==> src/rtl/truth_table_extractor_if.sv <==
// Bundle between the truth-table extractor and the harness around it:
// sweep request/expectation, DUT drive/observe, and the captured result.
interface truth_table_extractor_if #(
    parameter int N_IN = 3
);
    localparam int TT_W = 2 ** N_IN;

    logic            start;
    logic [TT_W-1:0] expect_tt;
    logic [N_IN-1:0] in_vec;
    logic            dut_out;
    logic            busy;
    logic            done;
    logic [TT_W-1:0] table_out;
    logic            tt_valid;
    logic            match;

    modport master (
        output start, expect_tt, dut_out,
        input  in_vec, busy, done, table_out, tt_valid, match
    );

    modport slave (
        input  start, expect_tt, dut_out,
        output in_vec, busy, done, table_out, tt_valid, match
    );
endinterface

==> src/rtl/truth_table_extractor.sv <==
// Walks a combinational gate through every input row, samples its output and
// packs the truth table MSB-first (row 0 lands in the top bit).
//
// state  | meaning
// IDLE   | waiting for start; result registers hold the last sweep
// SETTLE | in_vec held while the gate output settles
// SAMPLE | dut_out captured into the table bit for the current row
// DONE   | table final; publish done/tt_valid/match for one cycle
module truth_table_extractor #(
    parameter int N_IN          = 3,
    parameter int SETTLE_CYCLES = 2
) (
    input logic                   clk,
    input logic                   rst,
    truth_table_extractor_if.slave bus
);
    localparam int TT_W  = 2 ** N_IN;
    localparam int CNT_W = (SETTLE_CYCLES > 1) ? $clog2(SETTLE_CYCLES) : 1;
    localparam logic [CNT_W-1:0] SETTLE_LAST =
        CNT_W'((SETTLE_CYCLES > 0) ? SETTLE_CYCLES - 1 : 0);
    localparam logic [N_IN:0] ROW_LAST = (N_IN + 1)'(TT_W - 1);

    typedef enum logic [1:0] {IDLE, SETTLE, SAMPLE, DONE} state_t;

    localparam state_t ROW_ENTRY = (SETTLE_CYCLES == 0) ? SAMPLE : SETTLE;

    state_t          state;
    logic [N_IN:0]   row;
    logic [CNT_W-1:0] settle_cnt;
    logic [N_IN-1:0] in_vec_q;
    logic            busy_q;
    logic            done_q;
    logic [TT_W-1:0] table_q;
    logic            tt_valid_q;
    logic            match_q;
    logic [N_IN-1:0] bit_idx;

    // table index TT_W-1-row is simply the bitwise complement of the row
    assign bit_idx = ~row[N_IN-1:0];

    always_ff @(posedge clk) begin
        if (rst) begin
            state      <= IDLE;
            row        <= '0;
            settle_cnt <= '0;
            in_vec_q   <= '0;
            busy_q     <= 1'b0;
            done_q     <= 1'b0;
            table_q    <= '0;
            tt_valid_q <= 1'b0;
            match_q    <= 1'b0;
        end else begin
            done_q <= 1'b0;
            case (state)
                IDLE: begin
                    if (bus.start) begin
                        row        <= '0;
                        in_vec_q   <= '0;
                        settle_cnt <= '0;
                        busy_q     <= 1'b1;
                        tt_valid_q <= 1'b0;
                        match_q    <= 1'b0;
                        table_q    <= '0;
                        state      <= ROW_ENTRY;
                    end
                end
                SETTLE: begin
                    if (settle_cnt == SETTLE_LAST) begin
                        state <= SAMPLE;
                    end else begin
                        settle_cnt <= settle_cnt + 1'b1;
                    end
                end
                SAMPLE: begin
                    table_q[bit_idx] <= bus.dut_out;
                    if (row == ROW_LAST) begin
                        state <= DONE;
                    end else begin
                        row        <= row + 1'b1;
                        in_vec_q   <= in_vec_q + 1'b1;
                        settle_cnt <= '0;
                        state      <= ROW_ENTRY;
                    end
                end
                DONE: begin
                    done_q     <= 1'b1;
                    busy_q     <= 1'b0;
                    tt_valid_q <= 1'b1;
                    match_q    <= (table_q == bus.expect_tt);
                    state      <= IDLE;
                end
                default: state <= IDLE;
            endcase
        end
    end

    assign bus.in_vec    = in_vec_q;
    assign bus.busy      = busy_q;
    assign bus.done      = done_q;
    assign bus.table_out = table_q;
    assign bus.tt_valid  = tt_valid_q;
    assign bus.match     = match_q;
endmodule
==> src/flat_wrapper.sv <==
// flat-port wrapper written by rule: the top's interface ports become plain ports
module truth_table_extractor_flat 
#(
    parameter int N_IN          = 3,
    parameter int SETTLE_CYCLES = 2
)
  (clk, rst, bus_start, bus_expect_tt, bus_dut_out, bus_in_vec, bus_busy, bus_done, bus_table_out, bus_tt_valid, bus_match);
  truth_table_extractor_if #(.N_IN(N_IN)) bus_i ();
  input logic clk;
  input logic rst;
  input wire logic [$bits(bus_i.start)-1:0] bus_start;
  input wire logic [$bits(bus_i.expect_tt)-1:0] bus_expect_tt;
  input wire logic [$bits(bus_i.dut_out)-1:0] bus_dut_out;
  output wire logic [$bits(bus_i.in_vec)-1:0] bus_in_vec;
  output wire logic [$bits(bus_i.busy)-1:0] bus_busy;
  output wire logic [$bits(bus_i.done)-1:0] bus_done;
  output wire logic [$bits(bus_i.table_out)-1:0] bus_table_out;
  output wire logic [$bits(bus_i.tt_valid)-1:0] bus_tt_valid;
  output wire logic [$bits(bus_i.match)-1:0] bus_match;
  assign bus_i.start = bus_start;
  assign bus_i.expect_tt = bus_expect_tt;
  assign bus_i.dut_out = bus_dut_out;
  assign bus_in_vec = bus_i.in_vec;
  assign bus_busy = bus_i.busy;
  assign bus_done = bus_i.done;
  assign bus_table_out = bus_i.table_out;
  assign bus_tt_valid = bus_i.tt_valid;
  assign bus_match = bus_i.match;
  truth_table_extractor #(.N_IN(N_IN), .SETTLE_CYCLES(SETTLE_CYCLES)) u_core (.clk(clk), .rst(rst), .bus(bus_i));
endmodule
==> config.mk <==
export PLATFORM = sky130hd
export DESIGN_NAME = truth_table_extractor_flat
export DESIGN_NICKNAME = d
export VERILOG_FILES = /design/src/rtl/truth_table_extractor_if.sv /design/src/rtl/truth_table_extractor.sv /design/src/flat_wrapper.sv
export SDC_FILE = /design/constraint.sdc
export NUM_CORES = 1
export LEC_CHECK = 0
export CORE_MARGIN = 8
export CORE_UTILIZATION = 32
export CTS_CLUSTER_SIZE = 10
export DETAILED_ROUTE_END_ITERATION = 10
export HOLD_SLACK_MARGIN = 0.15
export MAX_ROUTING_LAYER = met4
export RECOVER_POWER = 50
export SLEW_MARGIN = 20
export SYNTH_ARGS = -nofsm -noshare
export SYNTH_HDL_FRONTEND = slang
export SYNTH_SLANG_ARGS = --single-unit
==> constraint.sdc <==
create_clock -name clk -period 3.2 [get_ports clk]
set_clock_uncertainty 0.05 [all_clocks]
set_input_delay 0.32 -clock clk [delete_from_list [all_inputs] [get_ports clk]]
set_output_delay 0.32 -clock clk [all_outputs]
set_load 0.01 [all_outputs]
==> results.json, run 1 <==
{
  "run_status": "completed",
  "synth_area_leader_cell": "dfxtp_1",
  "setup_viol": 0,
  "path_class": "register to output pin",
  "timing.hold.ws_ps": 455,
  "grt_antenna_before_repair": 0,
  "clkLatencyLatePin_ps": 300,
  "totalPowerFinal_mw": 0.459,
  "dpl-instance-area_sq_um": 1390,
  "die_area_sq_um": 5690,
  "die_h_um": 75.4,
  "ys.flop_type": "dfxtp_1",
  "cp_data_required_time_ps": 2830,
  "drtIter0Drc": 33,
  "synth_top_area_share_pct": 39.0,
  "io_pins": 27,
  "slowest_delay_ps": 620,
  "wire_per_inst_um": 14.1,
  "wirelength_um": 2710,
  "max-cap-violations": 0,
  "clock-root-buffer": "clkbuf_4",
  "die_x_um": 75.4,
  "combPwrFrac_pct": 11.0,
  "p_leak_nw": 0.510,
  "drc_errors": 0,
  "cp_max_fo": 4,
  "switching_power_mw": 0.110,
  "end_kind": "output pin",
  "utilization_pct": 42.1,
  "power-per-cell-area_nw_per_um2": 324,
  "initial_core_util_pct": 33.6,
  "grt_usage_pct": 10.3,
  "setup.worst_path.start_class": "register",
  "syn-num-nets": 142,
  "coreArea_sq_um": 3360,
  "grt_setup_unrepaired": "false",
  "fin_nets": 163,
  "p_int_mw": 0.349,
  "synth-seq-cells": 22,
  "cp_top_family": "buffers and inverters",
  "antenna_left": 0,
  "gp_congestion": 0.872,
  "power_frac_seq_pct": 61.8,
  "peakVddDrop_uv": 248,
  "dr.pass1.iters": 4,
  "tightest_slew_ps": 819,
  "hold_buffers": 0,
  "cts_resized": 0,
  "clock-sinks": 22,
  "clock.fmax_mhz": 597,
  "timing.final.crit_share_pct": 52.3,
  "synth.distinct_cells": 36,
  "cts_buffers": 3,
  "async_reset_ff_share_pct": 0,
  "place_worst_setup_slack_ps": 1270,
  "seq_area_frac_synth_pct": 39.0,
  "drive_gt1_share_pct": 5.44,
  "layout-area-overhead-vs-synth_pct": 25.4,
  "synth_area_leaders": "dfxtp_1 (39%), a21oi_1 (7.1%), xnor2_1 (6.2%)",
  "relSlewSlack_pct": 45.2,
  "min_period_ps": 1670,
  "grt_max_degree": 23,
  "fin_area_sq_um": 1420,
  "clockPowerShare_pct": 27.2,
  "finalHoldViolations": 0,
  "first_global_vias": 986,
  "final_max_slew_viol_count": 0,
  "portBuffers": 26,
  "grt_pass1_wl_um": 4490,
  "clkTransAtPathRegs_ps": 120,
  "worst-path-buf-inv": 1,
  "vias": 993,
  "dpl.hpwl_um": 2030,
  "crit_slowest_cell": "dlygate4sd3_1",
  "netlist_instances": 128,
  "syn_area_sq_um": 1130,
  "final_cells": 193,
  "cts_max_path_buffers": 2,
  "switching_share_pct": 23.9,
  "cp.arrival_ps": 1300,
  "min_path_type": "register to register",
  "yosys_warnings": 0,
  "rows": 21,
  "via_per_inst": 5.15,
  "tritoncts": "yes",
  "htreeDepth": 1,
  "path_cells": "dlygate4sd3_1",
  "n_fill_cell": 355,
  "post-place-cells": 190,
  "post-cts-setup-buffers": 0,
  "postSynthAreaPerCell_sq_um": 8.83,
  "synth-edff-count": 0,
  "tns_ps": 0,
  "setup_slack_ps": 1530,
  "num_antenna_cells": 0,
  "grt-ovfl-total": 0
}
[flip-flops by register name, summed over array words and instances (netlist names)]
register and cells:
u_core.bus.busy 1, u_core.bus.done 1, u_core.bus.table_out 8, u_core.settle_cnt 1
u_core.row 4, u_core.bus.match 1, u_core.bus.in_vec 3, u_core.state 2
u_core.bus.tt_valid 1
[cell usage in the layout (no fill, tap or decap), types with 2 or more instances in the layout]
master           instances
nor2_1                   6
dfxtp_1                 22
nand4_1                  3
and3b_1                  2
a31oi_1                  2
o21ai_0                  4
o311ai_0                 4
o211ai_1                 4
o21a_1                   2
clkbuf_4                 3
ha_1                     2
nand3b_1                 3
clkdlybuf4s50_1         16
xnor2_1                  8
nand2_1                  4
nand3_1                 11
a21oi_1                 16
nand2b_1                 5
nor2b_1                  4
a211oi_1                 2
nor3_1                   2
dlygate4sd3_1           10
[cell families (layout without fill, tap and decap cells)]
kind of cell | after synthesis | in the layout | synth area share, %
and+or+nand+nor | 47 | 47 | 25.8
buffers and inverters | 11 | 30 | 5.09
AOI/OAI and AO/OA | 38 | 38 | 21.7
DFF | 22 | 22 | 39.0
adders and majority gates | 2 | 2 | 2.21
xor gates and xnor gates | 8 | 8 | 6.20
[power groups by stage]
| stage | registers, mW | clock network, mW | logic (mW) |
|---|---|---|---|
| after CTS | 0.284 | 0.132 | 0.0518 |
| after detailed placement | 0.290 | 0 | 0.0516 |
| after floorplan | 0.287 | 0 | 0.0322 |
| after global placement | 0.290 | 0 | 0.0506 |
| after global routing | 0.285 | 0.143 | 0.0552 |
| final | 0.284 | 0.125 | 0.0506 |
[synth_stat cells, types with 4 or more instances]
cell / instances
nand3_1: 11
clkbuf_1: 4
dfxtp_1: 22
o311ai_0: 4
xnor2_1: 8
nor2_1: 6
nand2_1: 4
o211ai_1: 4
o21ai_0: 4
a21oi_1: 16
nor2b_1: 4
nand2b_1: 5
[routing by layer]
layer  share of wire, %  GRT usage (%)  vias up
li1                   -              -      506
met1                 44           11.8      467
met2                 49           17.1       18
met3                6.5           3.42        2
met4                1.0           2.56        0
met5                  0              -        -
[worst paths after layout]
path | from | end | slack [ps] | cells after the start
max | u_core.bus.in_vec[0] | bus_in_vec[0] | 1530 | 1
max reg2reg | u_core.row[0] | u_core.bus.in_vec[2] | 1540 | 4
min reg2reg | u_core.bus.match | u_core.bus.match | 460 | 2
min | u_core.bus.match | u_core.bus.match | 460 | 2
[layout make-up]
type | instances | area (sq um) | share of cell area (%)
clock buffers | 3 | 22.5 | 1.59
inverters | 1 | 3.75 | 0.265
multi-input cells | 95 | 632 | 44.6
flip-flops and latches | 22 | 440 | 31.1
well taps | 46 | 57.6 | 4.06
repair buffers | 26 | 260 | 18.4
(Power assumes the default switching activity.)
==> inputs of run 2 (changes only) <==
==> constraint.sdc (replaced) <==
create_clock -name clk -period 1.4 [get_ports clk]
set_clock_uncertainty 0.05 [all_clocks]
set_input_delay 0.14 -clock clk [delete_from_list [all_inputs] [get_ports clk]]
set_output_delay 0.14 -clock clk [all_outputs]
set_load 0.01 [all_outputs]
==> results.json, run 2 (same netlist as run 1, synthesis figures left out) <==
{
  "run_status": "completed",
  "setup_slack_ps": 33.4,
  "worstReg2RegEnd": "u_core.row[3]",
  "power-per-cell-area_nw_per_um2": 727,
  "htreeDepth": 1,
  "cp.arrival_ps": 1560,
  "cp_max_fo": 4,
  "coreArea_sq_um": 3360,
  "die_x_um": 75.4,
  "portBuffers": 26,
  "dpl.hpwl_um": 2240,
  "wire_per_inst_um": 14.3,
  "r2r_slack_ps": 30,
  "clock.fmax_mhz": 732,
  "grt_antenna_before_repair": 0,
  "largest_register_ffs": 8,
  "setup.worst_path.start_class": "register",
  "dpl-instance-area_sq_um": 1510,
  "tritoncts": "yes",
  "p_int_mw": 0.874,
  "grt_pass1_wl_um": 4910,
  "fin_nets": 182,
  "combPwrFrac_pct": 12.9,
  "antenna_left": 0,
  "reg2reg_from": "u_core.row[0]",
  "num_antenna_cells": 0,
  "fin_area_sq_um": 1570,
  "switching_power_mw": 0.266,
  "path_class": "register to register",
  "cts_buffers": 3,
  "grt-ovfl-total": 0,
  "power_frac_seq_pct": 56.4,
  "whs_endpoint": "u_core.bus.tt_valid",
  "vias": 1096,
  "post-place-cells": 206,
  "relSlewSlack_pct": 80.0,
  "clock-root-buffer": "clkbuf_4",
  "timing.final.crit_share_pct": 97.6,
  "min_path_type": "input pin to register",
  "place_worst_setup_slack_ps": -188,
  "layout-area-overhead-vs-synth_pct": 38.9,
  "drc_errors": 0,
  "clock-sinks": 22,
  "clkLatencyLatePin_ps": 310,
  "cts_max_path_buffers": 2,
  "die_h_um": 75.4,
  "p_leak_nw": 0.648,
  "gp_congestion": 0.854,
  "grt_setup_unrepaired": "false",
  "final_common_cell": "dfxtp_1",
  "rows": 21,
  "final_cells": 213,
  "peakVddDrop_uv": 325,
  "io_pins": 27,
  "cp_data_required_time_ps": 1590,
  "end_kind": "register",
  "grt_max_degree": 19,
  "dr.pass1.iters": 4,
  "min_period_ps": 1370,
  "layout_common_cells": "dfxtp_1 (20), buf_4 (17), a21oi_1 (16)",
  "min_from": "rst",
  "min_path_cells": 2,
  "wirelength_um": 3040,
  "via_per_inst": 5.15,
  "grt_usage_pct": 11.3,
  "die_area_sq_um": 5690,
  "switching_share_pct": 23.4,
  "clkTransAtPathRegs_ps": 120,
  "reg2regPathDepth": 3,
  "finalHoldViolations": 0,
  "n_fill_cell": 373,
  "setup_viol": 0,
  "max-cap-violations": 0,
  "first_global_vias": 1047,
  "clockPowerShare_pct": 30.7,
  "tightest_slew_ps": 296,
  "drtIter0Drc": 67,
  "initial_core_util_pct": 33.6,
  "final_max_slew_viol_count": 0,
  "drive_gt1_share_pct": 20.4
}
-- run 2: cell count changes in the layout (fill, tap and decap cells not counted), sizes merged --
cell / previous run / this run
buf: 0 / 17
clkdlybuf4s50: 16 / 11
dlygate4sd2: 0 / 14
clkbuf: 3 / 7
dlygate4sd3: 10 / 0
-- run 2: metrics by stage --
stage | TNS [ps] | total power [mW] | util (%) | hold slack (ps)
after CTS | 0 | 1.16 | 46.1 | 413
final | 0 | 1.14 | 46.7 | 438
after global routing | 0 | 1.20 | 46.7 | 437
after detailed placement | -1420 | 0.804 | 45.0 | 440
after global placement | -1010 | 0.799 | 45.0 | 431
after floorplan | 0 | 0.730 | - | 278
-- run 2: worst max path at each step --
stage,startpoint,cells after the start,slack [ps],to
final,u_core.row[0],3,30,u_core.row[3]
after global routing,u_core.row[0],3,3,u_core.row[3]
after CTS,u_core.state[0],3,5,u_core.bus.table_out[5]
after detailed placement,bus_start,4,-190,u_core.bus.table_out[5]
after global placement,bus_start,4,-140,u_core.bus.table_out[7]
after floorplan,u_core.row[0],3,110,u_core.row[3]
-- run 2: power groups by stage --
stage | registers (mW) | clock network [mW] | logic [mW]
after global placement | 0.660 | 0 | 0.139
after CTS | 0.645 | 0.374 | 0.143
after floorplan | 0.657 | 0 | 0.0735
after detailed placement | 0.661 | 0 | 0.143
final | 0.643 | 0.350 | 0.147
after global routing | 0.645 | 0.402 | 0.158
-- run 2: layer usage --
metal,vias to the layer above,GRT usage (%),wire (um)
met3,2,2.89,175
li1,550,-,-
met5,-,-,0
met1,521,13.1,1340
met4,0,4.69,21
met2,23,18.0,1500
-- run 2: worst max-delay path: stages (launching register included) --
cell and delay, ps:
dfxtp_4 370, ha_1 230, or4_1 520, a31oi_1 140
-- run 2: final cells by class --
class	count	area [sq um]	area share [%]
Clock buffer	4	36.3	2.31
Tap cell	46	57.6	3.67
Sequential cell	22	448	28.5
Inverter	1	3.75	0.239
Multi-Input combinational cell	95	644	41.1
Timing Repair Buffer	45	379	24.2
-- run 2: timing repair --
item	4_1_cts	5_1_grt
hold buffers	0	0
buffers inserted	1	2
gates cloned	0	0
pin swaps	1	0
resized for setup	21	8
setup endpoints to repair	21	12
